`src/rtl/cla_pkg.sv`:
```
// rtl/cla_pkg.sv - shared constants, helpers and payload types for the pipelined CLA adder
package cla_pkg;

  localparam int NIBBLE_W = 4;

  function automatic int nibble_cnt(input int width);
    return width / NIBBLE_W;
  endfunction

  // Scalar part of the stage-1 payload; the WIDTH-dependent vectors are wrapped around it in the top.
  typedef struct packed {
    logic cin;
    logic msb_a;
    logic msb_b;
  } s1_ctl_t;

endpackage

```
`src/rtl/pg_nibble.sv`:
```
// rtl/pg_nibble.sv - combinational bit and group generate/propagate for one 4-bit slice
module pg_nibble
  import cla_pkg::*;
(
  input  logic [NIBBLE_W-1:0] a,
  input  logic [NIBBLE_W-1:0] b,
  output logic [NIBBLE_W-1:0] g,
  output logic [NIBBLE_W-1:0] p,
  output logic                grp_g,
  output logic                grp_p
);

  assign g = a & b;
  assign p = a ^ b;

  assign grp_g = g[3]
               | (p[3] & g[2])
               | (p[3] & p[2] & g[1])
               | (p[3] & p[2] & p[1] & g[0]);
  assign grp_p = &p;

endmodule

```
`src/rtl/cla_adder_pipe.sv`:
```
// rtl/cla_adder_pipe.sv - two-stage pipelined carry-lookahead adder with valid/ready flow control
module cla_adder_pipe
  import cla_pkg::*;
#(
  parameter int WIDTH = 16
) (
  input  logic             i_clk,
  input  logic             i_rst,
  input  logic             i_valid,
  output logic             o_ready,
  input  logic [WIDTH-1:0] i_a,
  input  logic [WIDTH-1:0] i_b,
  input  logic             i_c,
  output logic             o_valid,
  input  logic             i_ready,
  output logic [WIDTH-1:0] o_s,
  output logic             o_c,
  output logic             o_ovf
);

  localparam int NG = nibble_cnt(WIDTH);

  typedef struct packed {
    logic [WIDTH-1:0] g;
    logic [WIDTH-1:0] p;
    logic [NG-1:0]    grp_g;
    logic [NG-1:0]    grp_p;
    s1_ctl_t          ctl;
  } s1_t;

  logic [WIDTH-1:0] g_w;
  logic [WIDTH-1:0] p_w;
  logic [NG-1:0]    grp_g_w;
  logic [NG-1:0]    grp_p_w;
  s1_t              s1_d;
  s1_t              s1_q;
  logic             v1;
  logic             v2;
  logic             load1;
  logic             load2;

  logic [WIDTH-1:0] bit_c;
  logic [WIDTH-1:0] sum_d;
  logic             cout_d;
  logic             ovf_d;
  logic             carry;
  logic             bc;

  logic [WIDTH-1:0] s_q;
  logic             c_q;
  logic             ovf_q;

  for (genvar k = 0; k < NG; k++) begin : g_nib
    pg_nibble u_pg (
      .a     (i_a[k*NIBBLE_W +: NIBBLE_W]),
      .b     (i_b[k*NIBBLE_W +: NIBBLE_W]),
      .g     (g_w[k*NIBBLE_W +: NIBBLE_W]),
      .p     (p_w[k*NIBBLE_W +: NIBBLE_W]),
      .grp_g (grp_g_w[k]),
      .grp_p (grp_p_w[k])
    );
  end

  always_comb begin
    s1_d           = '0;
    s1_d.g         = g_w;
    s1_d.p         = p_w;
    s1_d.grp_g     = grp_g_w;
    s1_d.grp_p     = grp_p_w;
    s1_d.ctl.cin   = i_c;
    s1_d.ctl.msb_a = i_a[WIDTH-1];
    s1_d.ctl.msb_b = i_b[WIDTH-1];
  end

  // A full pipe still accepts when the output drains in the same cycle.
  assign load2   = !v2 || i_ready;
  assign load1   = !v1 || load2;
  assign o_ready = load1;

  // Nibble carries ripple through group G/P only; bit carries fan out from each nibble's carry-in.
  always_comb begin
    bit_c = '0;
    carry = s1_q.ctl.cin;
    bc    = 1'b0;
    for (int k = 0; k < NG; k++) begin
      bc = carry;
      for (int j = 0; j < NIBBLE_W; j++) begin
        bit_c[k*NIBBLE_W + j] = bc;
        bc = s1_q.g[k*NIBBLE_W + j] | (s1_q.p[k*NIBBLE_W + j] & bc);
      end
      carry = s1_q.grp_g[k] | (s1_q.grp_p[k] & carry);
    end
    sum_d  = s1_q.p ^ bit_c;
    cout_d = carry;
    ovf_d  = (s1_q.ctl.msb_a == s1_q.ctl.msb_b) && (sum_d[WIDTH-1] != s1_q.ctl.msb_a);
  end

  always_ff @(posedge i_clk or posedge i_rst) begin
    if (i_rst) begin
      v1    <= 1'b0;
      v2    <= 1'b0;
      s1_q  <= '0;
      s_q   <= '0;
      c_q   <= 1'b0;
      ovf_q <= 1'b0;
    end else begin
      if (load1) begin
        v1 <= i_valid;
        if (i_valid) begin
          s1_q <= s1_d;
        end
      end
      if (load2) begin
        v2 <= v1;
        if (v1) begin
          s_q   <= sum_d;
          c_q   <= cout_d;
          ovf_q <= ovf_d;
        end
      end
    end
  end

  assign o_valid = v2;
  assign o_s     = s_q;
  assign o_c     = c_q;
  assign o_ovf   = ovf_q;

endmodule

```
`config.mk`:
```
export PLATFORM = sky130hd
export DESIGN_NAME = cla_adder_pipe
export DESIGN_NICKNAME = d
export VERILOG_FILES = /design/src/rtl/cla_pkg.sv /design/src/rtl/pg_nibble.sv /design/src/rtl/cla_adder_pipe.sv
export SDC_FILE = /design/constraint.sdc
export NUM_CORES = 1
export LEC_CHECK = 0
export CORE_UTILIZATION = 50
export DETAILED_ROUTE_END_ITERATION = 10
export MAX_ROUTING_LAYER = met4
export PLACE_DENSITY = 0.83
export SETUP_SLACK_MARGIN = 0.05
export SLEW_MARGIN = 20
export SYNTH_ARGS = -nofsm -noshare
export SYNTH_HDL_FRONTEND = slang
export SYNTH_SLANG_ARGS = --single-unit
```
`constraint.sdc`:
```
create_clock -name i_clk -period 3.2 [get_ports i_clk]
set_input_delay 0.8 -clock i_clk [delete_from_list [all_inputs] [get_ports i_clk]]
set_output_delay 0.8 -clock i_clk [all_outputs]
set_load 0.01 [all_outputs]
```
## After elaboration in Yosys (flattened, before gate mapping)

Index checks and enable logic that the tools add are counted.

| storage, ports and cells | value |
|---|---|
| output and inout port bits | 20 |
| bits of input ports | 37 |
| word-level logic and storage cells | 98 |
| flip-flop bits (word level) | 62 |

| cells by class | value |
|---|---|
| reductions and logical operators | 11 |
| equality and inequality tests | 2 |
| bitwise logic cells | 73 |

Operators with widths:

| kind | count |
|---|---|
| $and 1x1->1 | 36 |
| $or 1x1->1 | 28 |
| $and 4x4->4 | 4 |
| $reduce_and 4->1 | 4 |
| $xor 16x16->16 | 1 |
| $xor 4x4->4 | 4 |
| $reduce_and 2->1 | 2 |
| $logic_not 1->1 | 2 |
| $logic_or 1x1->1 | 2 |
| $eq 1x1->1 | 1 |
| $logic_and 1x1->1 | 1 |
| $ne 1x1->1 | 1 |

## Longest topological paths before layout

Gate-level depths: netlist (run 1).

| depth | value |
|---|---|
| depth after elaboration | 15 |
| depth in mapped cells | 12 |
| depth with buffers taken out | 12 |

## Hierarchy

Synthesis (run 1) repeated with hierarchy kept, for this count alone.

| second synthesis, totals | value |
|---|---|
| cells, all modules | 206 |
| area, all modules | 2937.8 sq um |

Modules (own cells, without submodules):

| module | instances | cells an instance | sequential area each (sq um) | area an instance (sq um) |
|---|---|---|---|---|
| cla_adder_pipe | 1 | 170 | 1476.4 | 2627.5 |
| pg_nibble | 4 | 9 | 0.0 | 77.6 |

## Worst setup path before layout (run 1)

OpenSTA, ideal clock, no wires.

| timing path | value |
|---|---|
| path kind | register to register |
| from | register s1_q[3] (netlist bit) |
| to | register ovf_q, in the netlist o_ovf |
| path buffers | 0 |
| stages on the path, launching flop included | 13 |
| setup slack | 0.570 ns |
| clock period less this slack | 2.630 ns |
| required time | 3.074 ns |
| data arrival time | 2.504 ns |
| cell sequence | dfrtp_1 a21o_1 a21o_1 a21o_1 ha_1 or2_2 ha_1 or2_2 ha_1 nor2_1 xnor2_1 nor3_1 a221o_1 |

| between the ends | value |
|---|---|
| longest elaborated chain between the ends | 15 |

Ends and longest elaborated chain:

| item | line | text |
|---|---|---|
| start: declaration | cla_adder_pipe.sv:36 | `s1_t s1_q;` |
| start signal: assignment | cla_adder_pipe.sv:102 | `s1_q <= '0;` |
| start signal: assignment | cla_adder_pipe.sv:110 | `s1_q <= s1_d;` |
| $and 1x1->1 | cla_adder_pipe.sv:91 | `carry = s1_q.grp_g[k] \| (s1_q.grp_p[k] & carry);` |
| $or 1x1->1 | cla_adder_pipe.sv:91 |  |
| $and 1x1->1 | cla_adder_pipe.sv:91 |  |
| $or 1x1->1 | cla_adder_pipe.sv:91 |  |
| $and 1x1->1 | cla_adder_pipe.sv:91 |  |
| $or 1x1->1 | cla_adder_pipe.sv:91 |  |
| $and 1x1->1 | cla_adder_pipe.sv:89 | `bc = s1_q.g[k*NIBBLE_W + j] \| (s1_q.p[k*NIBBLE_W + j] & bc);` |
| $or 1x1->1 | cla_adder_pipe.sv:89 |  |
| $and 1x1->1 | cla_adder_pipe.sv:89 |  |
| $or 1x1->1 | cla_adder_pipe.sv:89 |  |
| $and 1x1->1 | cla_adder_pipe.sv:89 |  |
| $or 1x1->1 | cla_adder_pipe.sv:89 |  |
| $xor 16x16->16 | cla_adder_pipe.sv:93 | `sum_d = s1_q.p ^ bit_c;` |
| $ne 1x1->1 | cla_adder_pipe.sv:95 | `ovf_d = (s1_q.ctl.msb_a == s1_q.ctl.msb_b) && (sum_d[WIDTH-1] != s1_q.ctl.msb_a);` |
| $logic_and 1x1->1 | cla_adder_pipe.sv:95 |  |
| end signal: assignment | cla_adder_pipe.sv:118 | `ovf_q <= ovf_d;` |
| end: declaration | cla_adder_pipe.sv:51 | `logic ovf_q;` |

No other way between the ends.
A chain may end at the register's enable or synchronous reset.

## Worst setup path in the final report (run 1)

| timing path | value |
|---|---|
| from | register s1_q, in the netlist bit_c[0] |
| to | register ovf_q, in the netlist o_ovf |

Same word-level chain as after synthesis.

==> results of run 1 <==
worst max-delay path, cell delays in order (launching register included):
cell,delay (ps)
sky130_fd_sc_hd__dfrtp_1,410
sky130_fd_sc_hd__a21o_1,180
sky130_fd_sc_hd__a21o_1,210
sky130_fd_sc_hd__a21o_1,190
sky130_fd_sc_hd__ha_1,170
sky130_fd_sc_hd__or2_2,280
sky130_fd_sc_hd__ha_1,180
sky130_fd_sc_hd__or2_2,270
sky130_fd_sc_hd__ha_1,170
sky130_fd_sc_hd__nor2_1,110
sky130_fd_sc_hd__xnor2_1,180
sky130_fd_sc_hd__nor3_1,90
sky130_fd_sc_hd__a221o_1,270
cell usage in the layout (no fill, tap or decap), types with 2 or more instances in the layout:
cell type and n:
sky130_fd_sc_hd__or2_2 8, sky130_fd_sc_hd__nand2b_1 2, sky130_fd_sc_hd__clkdlybuf4s50_1 56, sky130_fd_sc_hd__nand4_1 4, sky130_fd_sc_hd__buf_4 4, sky130_fd_sc_hd__mux2_4 9
sky130_fd_sc_hd__o21ai_0 10, sky130_fd_sc_hd__nor2_1 8, sky130_fd_sc_hd__clkbuf_8 11, sky130_fd_sc_hd__a21oi_1 6, sky130_fd_sc_hd__nand2_1 19, sky130_fd_sc_hd__mux2_2 33
sky130_fd_sc_hd__dfrtp_1 59, sky130_fd_sc_hd__a21o_1 3, sky130_fd_sc_hd__ha_1 28, sky130_fd_sc_hd__xor2_1 3, sky130_fd_sc_hd__mux2_1 2, sky130_fd_sc_hd__clkinv_2 3
sky130_fd_sc_hd__a211oi_1 3, sky130_fd_sc_hd__nor3_1 2
report_power, final:
part | total [mW] | leakage, nW | switching (mW) | internal (mW)
clock network | 0.574 | 0.0908 | 0.264 | 0.310
logic | 0.750 | 0.877 | 0.279 | 0.471
registers | 1.03 | 0.714 | 0.103 | 0.930
total | 2.36 | 1.68 | 0.646 | 1.71
final cells by class:
cell class	count	area, sq um
Inverter	2	7.51
Tap cell	72	90.1
Clock buffer	11	151
Clock inverter	3	15.0
Timing Repair Buffer	60	591
Fill cell	414	1870
Multi-Input combinational cell	148	1310
Sequential cell	59	1480
routing by layer:
layer | wire length (um) | part of all wire [%] | up-vias | global-route usage [%]
li1 | - | - | 896 | -
met1 | 2310 | 44 | 916 | 23.9
met2 | 2580 | 50 | 52 | 32.5
met3 | 261 | 5.0 | 7 | 6.82
met4 | 46 | 0.88 | 0 | 5.66
met5 | 0 | 0 | - | -
worst min-delay path by stage:
stage | start | to | slack [ps] | cells past startpoint
2_1_floorplan | s1_q[3] | s1_q[3] | 450 | 2
3_3_place_gp | o_s[7] | o_s[7] | 460 | 2
3_5_place_dp | s1_q[28] | s1_q[28] | 480 | 1
4_1_cts | s1_q[28] | s1_q[28] | 490 | 1
5_1_grt | s1_q[3] | s1_q[3] | 510 | 2
6_report | s1_q[28] | s1_q[28] | 480 | 1
flip-flops by register name, summed over array words and instances (netlist names):
signal / flops
bit_c: 1
o_c: 1
o_ovf: 1
o_s: 16
o_valid: 1
s1_q: 38
v1: 1
cells by family after synthesis:
group | share of synthesized area (%)
AO/OA/AOI/OAI | 5.33
XOR/XNOR | 1.22
adder cells (fa/ha/maj) | 12.2
buffers and inverters | 2.79
flip-flops | 51.5
multiplexers | 18.5
AND/OR/NAND/NOR | 8.43
metrics by stage:
step,instances,power [mW],util (%),setup WS (ps),area [sq um]
finish,355,2.36,66.1,390,3640
CTS,355,2.38,66.1,388,3640
global placement,341,1.77,63.1,472,3470
global route,355,2.50,66.1,259,3640
floorplan,216,1.45,-,570,2870
detailed placement,341,1.80,63.1,415,3470
==> impl_metrics.toml, run 1 <==
[worst_setup_path]
r2r-start = "bit_c[0]"
worst_ep_required_time_ps = 3410
timing.critical_path.arrival_ps = 3020
ff2ff_setup_slack_ps = 390
category_of_the_worst_setup_path_capture_point = "flip-flop"
worst_reg2reg_path_length_in_cells = 12
worstPathMaxFanout = 3
reg2reg_to = "o_ovf"
startpoint_type = "flip-flop"
worstSetupPathType = "reg -> reg"
timing.critical_path.from = "bit_c[0]"
worst_setup_path_endpoint = "o_ovf"

[place]
gp_congestion = 0.777
place.detailed.hpwl_um = 3700
io_buffer_count = 56

[floorplan]
die_boundary_width_um = 77.7
initial_utilization_pct = 52.0
fp.dieH_um = 77.7
coreArea_sq_um = 5510
ioPinCount = 57
row_count = 27
dieArea_sq_um = 6040

[cells_and_area]
synthToLayoutAreaGrowth_pct = 27.0
num-nets-final = 345
final_layout_size_suffix_gt1_share_pct = 25.4
inserted_diodes = 0

[route]
post-route-drc-count = 0
drt-wirelength-per-cell_um = 14.7
violation_count_after_the_first_detailed_route_iteration = 113
vias = 1871
antenna_violating_nets_post_route = 0
dr.pass1.iters = 4
routed_via_count_divided_by_cell_count = 5.27
wl_um = 5200

[timing]
timing_hold_violations_final = 0
setup_viol_count_final = 0
rsz0062_at_grt = "no"
setup_total_negative_slack_ps = 0
min_period_over_period_pct = 87.8
worst_pin_slew_ps = 724
max_slew_margin_pct = 51.7
report.final.slew_viol_count = 0
period_needed_ps = 2810
final.setup_skew_ps = 4.65
fmax_mhz = 356
timing.hold.ws_ps = 484

[clock_tree]
clk_transition_reported_paths_ps = 60
cts_buffers = 9
cts_tree = "yes"
cts_hold_buffers = 0
clock_tree.buffer_depth = 2
cts_repair_resize_count = 0
cts-htree-levels = 3
clock_latency_ps = 330
cts-root-buf = "sky130_fd_sc_hd__clkbuf_8"
postCtsSetupRepairBufs = 0
tritoncts_sinks = 59

[pwr]
max-vdd-ir-drop_uv = 403
p_leak_nw = 1.68
power_density_nw_per_um2 = 647

[synthesis]
synth_seq_area_share_pct = 51.5
synth_fp_nets = 281
yosys.area.top_type_share_pct = 51.5
synth.distinct_cells = 29
synth_flop_cell = "sky130_fd_sc_hd__dfrtp_1"
synthArstFlopShare_pct = 100
yosysWarningCount = 0
ys_ff_latch = 59
synth_cells = 216
synthesis.area_sq_um = 2870
ys_top_cells_by_count = "sky130_fd_sc_hd__dfrtp_1, sky130_fd_sc_hd__mux2_2, sky130_fd_sc_hd__ha_1"
most_repeated_cell_in_the_gate_level_netlist_after_synthesis = "sky130_fd_sc_hd__dfrtp_1"
post-synth-top-area-cell = "sky130_fd_sc_hd__dfrtp_1"
syn_area_per_cell_sq_um = 13.3
synth_enable_flop_cells = 0
synth_top_cells_by_area = "sky130_fd_sc_hd__dfrtp_1, sky130_fd_sc_hd__mux2_2, sky130_fd_sc_hd__ha_1"

[hold_path]
hp-class = "reg -> reg"

[global_routing]
wire_length_of_the_first_global_routing_pass_um = 8890
number_of_global_route_vias_before_repair = 1962
overflow = 0
grt_antenna_before_repair = 0
grt_start_max_net_pins = 60
overall_global_routing_resource_usage_pct = 20.1

[outcome]
outcome = "finished clean"

[flow_run]
maxCapViolCount = 0
No activity file was read; power rests on OpenSTA's default activity.
==> inputs of run 2 (changes only) <==
--- a/config.mk
+++ b/config.mk
@@ -7,6 +7,7 @@
 export LEC_CHECK = 0
 export CORE_UTILIZATION = 50
 export DETAILED_ROUTE_END_ITERATION = 10
+export HOLD_SLACK_MARGIN = 0.08
 export MAX_ROUTING_LAYER = met4
 export PLACE_DENSITY = 0.83
 export SETUP_SLACK_MARGIN = 0.05
==> results of run 2 <==
Final layout, timing and power as in run 1 (identical DEF).
==> inputs of run 3 (changes only) <==
--- a/config.mk
+++ b/config.mk
@@ -5,6 +5,7 @@
 export SDC_FILE = /design/constraint.sdc
 export NUM_CORES = 1
 export LEC_CHECK = 0
+export CAP_MARGIN = 25
 export CORE_UTILIZATION = 50
 export DETAILED_ROUTE_END_ITERATION = 10
 export HOLD_SLACK_MARGIN = 0.08
==> results of run 3 <==
Final layout, timing and power as in run 1 (identical DEF).
